==> config.mk <==
export PLATFORM = sky130hd
export DESIGN_NAME = bw_r_irf_win_ctl
export DESIGN_NICKNAME = d
export VERILOG_FILES = /design/src/rtl/bw_r_irf_pkg.sv /design/src/rtl/bw_r_irf_rr_arb.sv /design/src/rtl/bw_r_irf_win_ctl.sv
export SDC_FILE = /design/constraint.sdc
export NUM_CORES = 1
export LEC_CHECK = 0
export CAP_MARGIN = 40
export CORE_MARGIN = 2
export CORE_UTILIZATION = 25
export DETAILED_ROUTE_END_ITERATION = 16
export PLACE_DENSITY_LB_ADDON = 0.12
export SYNTH_ARGS = -nofsm -noshare
export SYNTH_HDL_FRONTEND = slang
export SYNTH_HIERARCHICAL = 1
export SYNTH_SLANG_ARGS = --single-unit
export TNS_END_PERCENT = 5
==> constraint.sdc <==
create_clock -name clk -period 3.3 [get_ports clk]
set_input_delay 0.66 -clock clk [delete_from_list [all_inputs] [get_ports clk]]
set_output_delay 0.66 -clock clk [all_outputs]
set_load 0.03 [all_outputs]
==> src/rtl/bw_r_irf_pkg.sv <==
// Shared constants and encodings for the register-file window controller.
// Latency: n/a (package only).
// Backpressure: n/a (package only).
package bw_r_irf_pkg;

   localparam int NTHR = 4;
   localparam int NWIN = 8;

   typedef enum logic [1:0] {
      OP_NONE = 2'b00,
      OP_SAVE = 2'b01,
      OP_REST = 2'b10,
      OP_SWAP = 2'b11
   } op_e;

   typedef enum logic [2:0] {
      ST_IDLE  = 3'd0,
      ST_SAVE  = 3'd1,
      ST_REST  = 3'd2,
      ST_STALL = 3'd3,
      ST_DONE  = 3'd4
   } state_e;

endpackage

==> src/rtl/bw_r_irf_rr_arb.sv <==
// 4-way round-robin arbiter: lowest index at or after ptr (wrapping) wins.
// Latency: combinational.
// Backpressure: none; caller decides whether to use the grant.
module bw_r_irf_rr_arb
   import bw_r_irf_pkg::*;
(
   input  logic [3:0] req,
   input  logic [1:0] ptr,
   output logic [3:0] gnt,
   output logic       vld
);

   logic [1:0] idx;

   // Scan the four positions starting at ptr; the first requester found wins.
   always_comb begin
      gnt = '0;
      vld = 1'b0;
      idx = '0;
      for (int k = 0; k < 4; k++) begin
         idx = ptr + 2'(k);
         if (!vld && req[idx]) begin
            gnt[idx] = 1'b1;
            vld      = 1'b1;
         end
      end
   end

endmodule

==> src/rtl/bw_r_irf_win_ctl.sv <==
// Register-window save/restore sequencer: grants one thread at a time and strobes the array.
// Latency: grant->done 2 cycles (save/restore), 3 (swap), 4 (swap to the same window).
// Backpressure: hold blocks new grants only; requests are held until done.
module bw_r_irf_win_ctl
   import bw_r_irf_pkg::*;
#(
   parameter int NTHR = bw_r_irf_pkg::NTHR,
   parameter int NWIN = bw_r_irf_pkg::NWIN
) (
   input  logic                          clk,
   input  logic                          rst_l,
   input  logic [NTHR-1:0]               req_vld,
   input  logic [2*NTHR-1:0]             req_op,
   input  logic [$clog2(NWIN)*NTHR-1:0]  req_swin,
   input  logic [$clog2(NWIN)*NTHR-1:0]  req_rwin,
   input  logic                          hold,
   output logic [NTHR-1:0]               grant,
   output logic [NTHR-1:0]               done,
   output logic                          save,
   output logic [4:0]                    save_addr,
   output logic                          restore,
   output logic [4:0]                    restore_addr,
   output logic                          busy
);

   localparam int TW = $clog2(NTHR);
   localparam int WW = $clog2(NWIN);

   state_e          state_q, state_d;
   op_e             op_q, op_d;
   logic [TW-1:0]   thr_q, thr_d;
   logic [TW-1:0]   rr_q, rr_d;
   logic [WW-1:0]   swin_q, swin_d;
   logic [WW-1:0]   rwin_q, rwin_d;
   logic            save_q, save_d;
   logic            restore_q, restore_d;
   logic [4:0]      save_addr_q, save_addr_d;
   logic [4:0]      restore_addr_q, restore_addr_d;

   logic [NTHR-1:0] elig;
   logic [NTHR-1:0] arb_gnt;
   logic            arb_vld;
   logic [TW-1:0]   gthr;
   op_e             gop;
   logic [WW-1:0]   gswin;
   logic [WW-1:0]   grwin;

   // A thread is eligible only if it requests a real operation.
   always_comb begin
      elig = '0;
      for (int t = 0; t < NTHR; t++) begin
         elig[t] = req_vld[t] & (|req_op[2*t +: 2]);
      end
   end

   bw_r_irf_rr_arb u_arb (
      .req (elig),
      .ptr (rr_q),
      .gnt (arb_gnt),
      .vld (arb_vld)
   );

   // Decode the winning thread and pick up its command fields.
   always_comb begin
      gthr = '0;
      for (int t = 0; t < NTHR; t++) begin
         if (arb_gnt[t]) gthr = TW'(t);
      end
      gop   = op_e'(req_op[2*int'(gthr) +: 2]);
      gswin = req_swin[WW*int'(gthr) +: WW];
      grwin = req_rwin[WW*int'(gthr) +: WW];
   end

   // Sequencer next state; strobes are computed one cycle ahead so they come out of flops.
   always_comb begin
      state_d        = state_q;
      op_d           = op_q;
      thr_d          = thr_q;
      rr_d           = rr_q;
      swin_d         = swin_q;
      rwin_d         = rwin_q;
      save_d         = 1'b0;
      restore_d      = 1'b0;
      save_addr_d    = save_addr_q;
      restore_addr_d = restore_addr_q;
      grant          = '0;
      case (state_q)
         ST_IDLE: begin
            if (rst_l && !hold && arb_vld) begin
               grant  = arb_gnt;
               thr_d  = gthr;
               op_d   = gop;
               swin_d = gswin;
               rwin_d = grwin;
               rr_d   = gthr + TW'(1);
               if (gop == OP_REST) begin
                  state_d        = ST_REST;
                  restore_d      = 1'b1;
                  restore_addr_d = {gthr, grwin};
               end else begin
                  state_d     = ST_SAVE;
                  save_d      = 1'b1;
                  save_addr_d = {gthr, gswin};
               end
            end
         end
         ST_SAVE: begin
            if (op_q == OP_SAVE) begin
               state_d = ST_DONE;
            end else if (swin_q == rwin_q) begin
               // Same window: let the save write land before restoring it.
               state_d = ST_STALL;
            end else begin
               state_d        = ST_REST;
               restore_d      = 1'b1;
               restore_addr_d = {thr_q, rwin_q};
            end
         end
         ST_STALL: begin
            state_d        = ST_REST;
            restore_d      = 1'b1;
            restore_addr_d = {thr_q, rwin_q};
         end
         ST_REST: state_d = ST_DONE;
         ST_DONE: state_d = ST_IDLE;
         default: state_d = ST_IDLE;
      endcase
   end

   // State register; reset drops any in-flight operation silently.
   always_ff @(posedge clk) begin
      if (!rst_l) begin
         state_q        <= ST_IDLE;
         op_q           <= OP_NONE;
         thr_q          <= '0;
         rr_q           <= '0;
         swin_q         <= '0;
         rwin_q         <= '0;
         save_q         <= 1'b0;
         restore_q      <= 1'b0;
         save_addr_q    <= '0;
         restore_addr_q <= '0;
      end else begin
         state_q        <= state_d;
         op_q           <= op_d;
         thr_q          <= thr_d;
         rr_q           <= rr_d;
         swin_q         <= swin_d;
         rwin_q         <= rwin_d;
         save_q         <= save_d;
         restore_q      <= restore_d;
         save_addr_q    <= save_addr_d;
         restore_addr_q <= restore_addr_d;
      end
   end

   // Completion pulse is a pure decode of the DONE state.
   always_comb begin
      done = '0;
      if (state_q == ST_DONE) done[thr_q] = 1'b1;
   end

   assign save         = save_q;
   assign save_addr    = save_addr_q;
   assign restore      = restore_q;
   assign restore_addr = restore_addr_q;
   assign busy         = (state_q != ST_IDLE);

endmodule

### Word-level counts from Yosys, hierarchy flattened

Cells that the tools add are included.

* $add $sub $neg: 4
* multiply operators: 1
* divide/modulo/power cells: 0
* magnitude comparators: 10
* equal/unequal tests: 11
* shifts and indexed selects: 3
* muxes and demuxes: 48
* bitwise operators: 8
* reductions and logical operators: 25

Operators by type and width (count)
* $shiftx A12 B32 Y3: 1
* $mux W4: 7
* $mux W1: 20
* $mux W5: 4
* $lt A2 B3 Y1 const B: 5
* $pmux W5 S3: 1
* $or A4 B4 Y4: 3
* $pmux W3 S4: 1
* $shiftx A12 B5 Y3: 1
* $demux W1 S2: 5
* $ge A2 B1 Y1 const B: 5
* $logic_and A1 B1 Y1: 10
* $bmux W1 S2: 4
* $ne A2 B2 Y1 const B: 4
* $reduce_or A2 Y1: 4
* $shiftx A8 B4 Y2: 1
* $eq A3 B2 Y1 const B: 2
* $mux W2: 3
* $mux W3: 2
* $reduce_and A3 Y1: 2
* $reduce_bool A3 Y1: 2
* $reduce_and A5 Y1: 1
* $add A2 B1 Y2 const B: 2
* $add A2 B2 Y2 const B: 2
* 12 further kinds: 18

* register bits: 27
* latch bits: 0
* bits in writable memories: 0
* memory bits (read-only): 0
* input port bits: 39
* word-level logic and storage cells: 120
* memories kept: 0

### Logic depth before layout (Yosys ltp)

* word-level depth: 22
* gate-level depth with buffers: 14
* mapped depth without buffers: 11

### Hierarchy

Netlist, hierarchy kept.

By module, submodules not included
* bw_r_irf_win_ctl: instances 1, cells an instance 178, area an instance 1569.0 µm²
* bw_r_irf_rr_arb: instances 1, cells an instance 62, area an instance 494.2 µm²

### Worst setup path after synthesis

Ideal clock, no wire load.

* path type: input-to-output
* from: input req_op[0]
* to: output grant[3]
* arrival: 2.950 ns
* path slack: -0.310 ns
* stages: 10
* path through: o21a_1 -> clkbuf_2 -> or3b_1 -> a2111o_1 -> nand3_2 -> o2bb2ai_1 -> buf_6 -> clkbuf_1 -> clkbuf_1 -> and2_1

* elaborated cells on any way between the ends: 30
* classes of those cells: mux (18); bitwise (4); reduce/logical (8)

RTL lines
* start, declared: RTL line bw_r_irf_win_ctl.sv:13 `input logic [2*NTHR-1:0] req_op,`
* $reduce_or A2 Y1 *: RTL line bw_r_irf_win_ctl.sv:52 `elig[t] = req_vld[t] & (|req_op[2*t +: 2]);`
* $and A1 B1 Y1 *: RTL line bw_r_irf_win_ctl.sv:52
* $bmux W1 S2: RTL line bw_r_irf_rr_arb.sv:22 `if (!vld && req[idx]) begin`
* $mux W1 (implied by the code): RTL line bw_r_irf_rr_arb.sv:22
* $mux W1: RTL line bw_r_irf_rr_arb.sv:22
* $logic_not A1 Y1: RTL line bw_r_irf_rr_arb.sv:22
* $logic_and A1 B1 Y1: RTL line bw_r_irf_rr_arb.sv:22
* $mux W1: RTL line bw_r_irf_rr_arb.sv:22
* $logic_not A1 Y1: RTL line bw_r_irf_rr_arb.sv:22
* $logic_and A1 B1 Y1: RTL line bw_r_irf_rr_arb.sv:22
* $mux W1: RTL line bw_r_irf_rr_arb.sv:22
* $logic_not A1 Y1: RTL line bw_r_irf_rr_arb.sv:22
* $logic_and A1 B1 Y1: RTL line bw_r_irf_rr_arb.sv:22
* $mux W4 *: RTL line bw_r_irf_rr_arb.sv:22
* named net arb_gnt[3]: RTL line bw_r_irf_win_ctl.sv:41 `logic [NTHR-1:0] arb_gnt;`
* $mux W4 *: RTL line bw_r_irf_win_ctl.sv:89 `if (rst_l && !hold && arb_vld) begin`
* $mux W4 *: RTL line bw_r_irf_win_ctl.sv:87 `case (state_q)`
* end, declared: RTL line bw_r_irf_win_ctl.sv:17 `output logic [NTHR-1:0] grant,`

Mark *: on every way through the listed nets, which the timed path passes. The rest lies on a longest branch. The select of a mux whose other input is x is not followed.

### Worst setup path in the final report

* from: input req_op[6]
* to: output grant[0]

* elaborated cells on any way between the ends: 30
* classes of those cells: mux (18); bitwise (4); reduce/logical (8)

RTL lines
* $reduce_or A2 Y1 *: RTL line bw_r_irf_win_ctl.sv:52
* $and A1 B1 Y1 *: RTL line bw_r_irf_win_ctl.sv:52
* named net elig[3]: RTL line bw_r_irf_win_ctl.sv:40 `logic [NTHR-1:0] elig;`
* $bmux W1 S2: RTL line bw_r_irf_rr_arb.sv:22
* $mux W1 (implied by the code): RTL line bw_r_irf_rr_arb.sv:22
* $mux W1: RTL line bw_r_irf_rr_arb.sv:22
* $logic_not A1 Y1: RTL line bw_r_irf_rr_arb.sv:22
* $logic_and A1 B1 Y1: RTL line bw_r_irf_rr_arb.sv:22
* (+2 left out)
* $logic_and A1 B1 Y1: RTL line bw_r_irf_rr_arb.sv:22
* $mux W1: RTL line bw_r_irf_rr_arb.sv:22
* $logic_not A1 Y1: RTL line bw_r_irf_rr_arb.sv:22
* $logic_and A1 B1 Y1: RTL line bw_r_irf_rr_arb.sv:22
* $mux W4 *: RTL line bw_r_irf_rr_arb.sv:22
* named net arb_gnt[0]: RTL line bw_r_irf_win_ctl.sv:41
* $mux W4 *: RTL line bw_r_irf_win_ctl.sv:89
* $mux W4 *: RTL line bw_r_irf_win_ctl.sv:87

Marked as above.

==> impl_metrics.tcl <==
set metrics [dict create \
    run_status "finished clean" \
    worstPathRequired_ns 2.64 \
    cts_hold_buffers 0 \
    clk_pin_slew_ns 0.11 \
    yosysWarnings 6 \
    synth-seq-area-share 0.262 \
    clock_path_buffers 2 \
    final_util 0.407 \
    synth_cells 240 \
    grt_pass1_wl_um 10600 \
    finalCriticalPeriod_ns 3.25 \
    max_freq_mhz 308 \
    min_path_cells 2 \
    syn_area_mm2 0.00206 \
    synth_top_family_by_area "compound AO/OA/AOI/OAI gates" \
    hold_path_class "flop to flop" \
    setup_viol_count_final 0 \
    r2r-end "restore_addr[2]$_SDFFE_PN0P_" \
    fin_nets 388 \
    powerDensity_mw_per_mm2 672 \
    layout.cells.non_filler 447 \
    postLayoutCellArea_mm2 0.00329 \
    criticalPathCategory "input pin to primary output" \
    final_max_slew_viol_count 0 \
    detail-route-antenna-nets 0 \
    hold_viol 0 \
    timing.hold.ws_ns 0.459 \
    cts.sinks 27 \
    place_ws_ns -0.495 \
    synthToLayoutAreaGrowth_pct 59.6 \
    worstSkewPairLatency_ns 0.28 \
    htreeDepth 1 \
    layout_common_cells "buf_4 (51), clkdlybuf4s50_1 (43), nand2_1 (27), dfxtp_1 (27), o211a_1 (14)" \
    avgSynthCellArea_um2 8.60 \
    die_h_um 94.8 \
    drive_above_1_share 0.284 \
    crit_path_end_kind "primary output" \
    worstMarginPinSlew_ns 0.378 \
    root_buffer "clkbuf_8" \
    min_period_over_period 0.984 \
    dpl_cell_area_mm2 0.00304 \
    core_area_mm2 0.00809 \
    drt_first_pass_iters 4 \
    p_leak_nw 1.44 \
    die_x_um 94.8 \
    r2r_setup_slack_ns 0.18 \
    synth_xor_area_frac 0.0127 \
    antenna_found_initial 0 \
    crit_path_start "req_op[6]" \
    grt_pass1_vias 2244 \
    r2r-start "rr_q[0]$_SDFFE_PN0P_" \
    start_kind "input pin" \
    final_common_cell "buf_4" \
    synth_cell_types 52 \
    drcViolationCount 0 \
    fin_total_pwr_mw 2.21 \
    grt_overflow 0 \
    fp-row-count 33 \
    vias_per_cell 4.86 \
    cts_made_buffers 3 \
    dpl.cell_count 433 \
    syn_nets 285 \
    critPathMaxFanout 4 \
    finClkSkew_ns 0.0109 \
    fin_setup_tns_ns 0 \
    synth-main-ff-cell "dfxtp_1" \
    ys_seq_elements 27 \
    grt_max_degree 24 \
    n_antenna_cell 0 \
    gp_congestion 0.880 \
    maxCapViolCount 0 \
    rsz0062_at_grt "no" \
    ir_worst_vdd_uv 379 \
    fillers 854 \
    die_area_mm2 0.00900 \
    synthSimpleGateAreaFrac 0.229 \
    synthMuxAreaShare 0.100 \
    dpl.hpwl_um 5040 \
    yosys.area_share.adder 0.0364 \
    min_delay_worst_endpoint "restore_addr[3]$_SDFFE_PN0P_" \
    cts_tree "done" \
    vias 2173 \
    async_reset_ff_frac 0 \
    io_buffers 59 \
    ioPinCount 60 \
    drt_wl_total_um 6510 \
    relSlewSlack 0.745 \
    detail_route.wl_per_cell_um 14.6 \
    synth-edff-count 0 \
    r2r_cells 13 \
    start_util 0.255 \
    track_usage 0.148 \
    drt-initial-drc-count 53 \
    worstHoldStart "restore_addr[3]$_SDFFE_PN0P_" \
    synth_compound_area_frac 0.290 \
    setup_slack_ns 0.0513 \
    arrival_ns 2.59 \
]
[final cells by class]
type                       count  area (um2)  area share
multi-input combinational    184        1510       0.458
clock buffer                   3        41.3      0.0125
tap                          105         131      0.0399
clock inverter                 1        7.51     0.00228
sequential                    27         541       0.164
timing repair buffer         116        1020       0.311
inverter                      11        41.3      0.0125
[kinds of logic (layout without fill, tap and decap cells)]
group / count (synthesis) / count (layout)
AOI/OAI and AO/OA: 70 / 70
xor gates and xnor gates: 3 / 3
adders and majority gates: 6 / 6
buffers and inverters: 29 / 131
DFF: 27 / 27
muxes: 19 / 19
and+or+nand+nor: 86 / 86
[cell usage after synthesis, types with 2 or more instances]
cell type   n  area share
dfxtp_1    27        0.26
nand2_1    27       0.049
mux2i_1    15       0.073
nor2_1     14       0.025
o211a_1    14       0.068
inv_1      11       0.020
a21oi_1     7       0.017
clkbuf_1    7       0.013
ha_1        6       0.036
nand2b_1    6       0.018
nor3b_1     6       0.022
o22ai_1     6       0.018
a211oi_1    5       0.018
a21boi_0    5       0.018
buf_2       5       0.012
nand3_1     5       0.012
nor2b_1     5       0.015
nor3_1      5       0.012
o21a_1      4       0.015
o2bb2ai_1   4       0.017
o311ai_0    4       0.017
a221oi_1    3       0.013
a221oi_2    3       0.022
and2_1      3      0.0091
buf_6       3       0.016
mux2_2      3       0.016
o311ai_1    3       0.013
xor2_1      3       0.013
a31o_1      2      0.0085
and3_1      2      0.0061
clkbuf_2    2      0.0049
nand3_2     2      0.0097
nand3b_1    2      0.0073
o211ai_1    2      0.0073
or3b_1      2      0.0085
[metal layers]
metal,global-route usage,wire length (um),vias up
met5,0,0,-
met1,0.189,3020,1019
met2,0.258,3150,43
met3,0.0255,267,6
li1,-,-,1105
met4,0.0338,70,0
[worst max-delay path, stage by stage]
cell and delay (ns):
clkdlybuf4s15_1 0.18, o21a_1 0.23, mux4_2 0.54, buf_6 0.15
a31o_1 0.19, a221oi_2 0.20, o2bb2ai_1 0.14, and2_1 0.16
buf_6 0.13
[worst max path at each step]
| stage | endpoint | slack, ns |
|---|---|---|
| after CTS | grant[0] | 0.01 |
| after detailed placement | restore_addr[2]$_SDFFE_PN0P_ | -0.50 |
| after global routing | grant[2] | 0.0005 |
| final | grant[0] | 0.05 |
| after global placement | save_addr[0]$_SDFFE_PN0P_ | -0.49 |
| after floorplan | grant[1] | -0.02 |
[timing repair]
action | in CTS | in global routing
pin swaps | 11 | 9
cloned | 0 | 0
endpoints found under the setup margin | 17 | 14
setup buffers | 10 | 1
gates resized for setup | 33 | 21
[report_power, final]
part	internal (mW)	switching [mW]	leakage [nW]	total [mW]
Combinational	0.736	0.790	1.20	1.53
Clock	0.0859	0.113	0.0217	0.199
Sequential	0.419	0.0685	0.221	0.488
Total	1.24	0.971	1.44	2.21
[state kept, by name, indices dropped and copies added, names as in the netlist]
signal        count
op_q              2
save_addr         5
state_q           3
rr_q              2
save              1
thr_q             2
rwin_q            3
restore_addr      5
restore           1
swin_q            3
(Power assumes the default switching activity.)
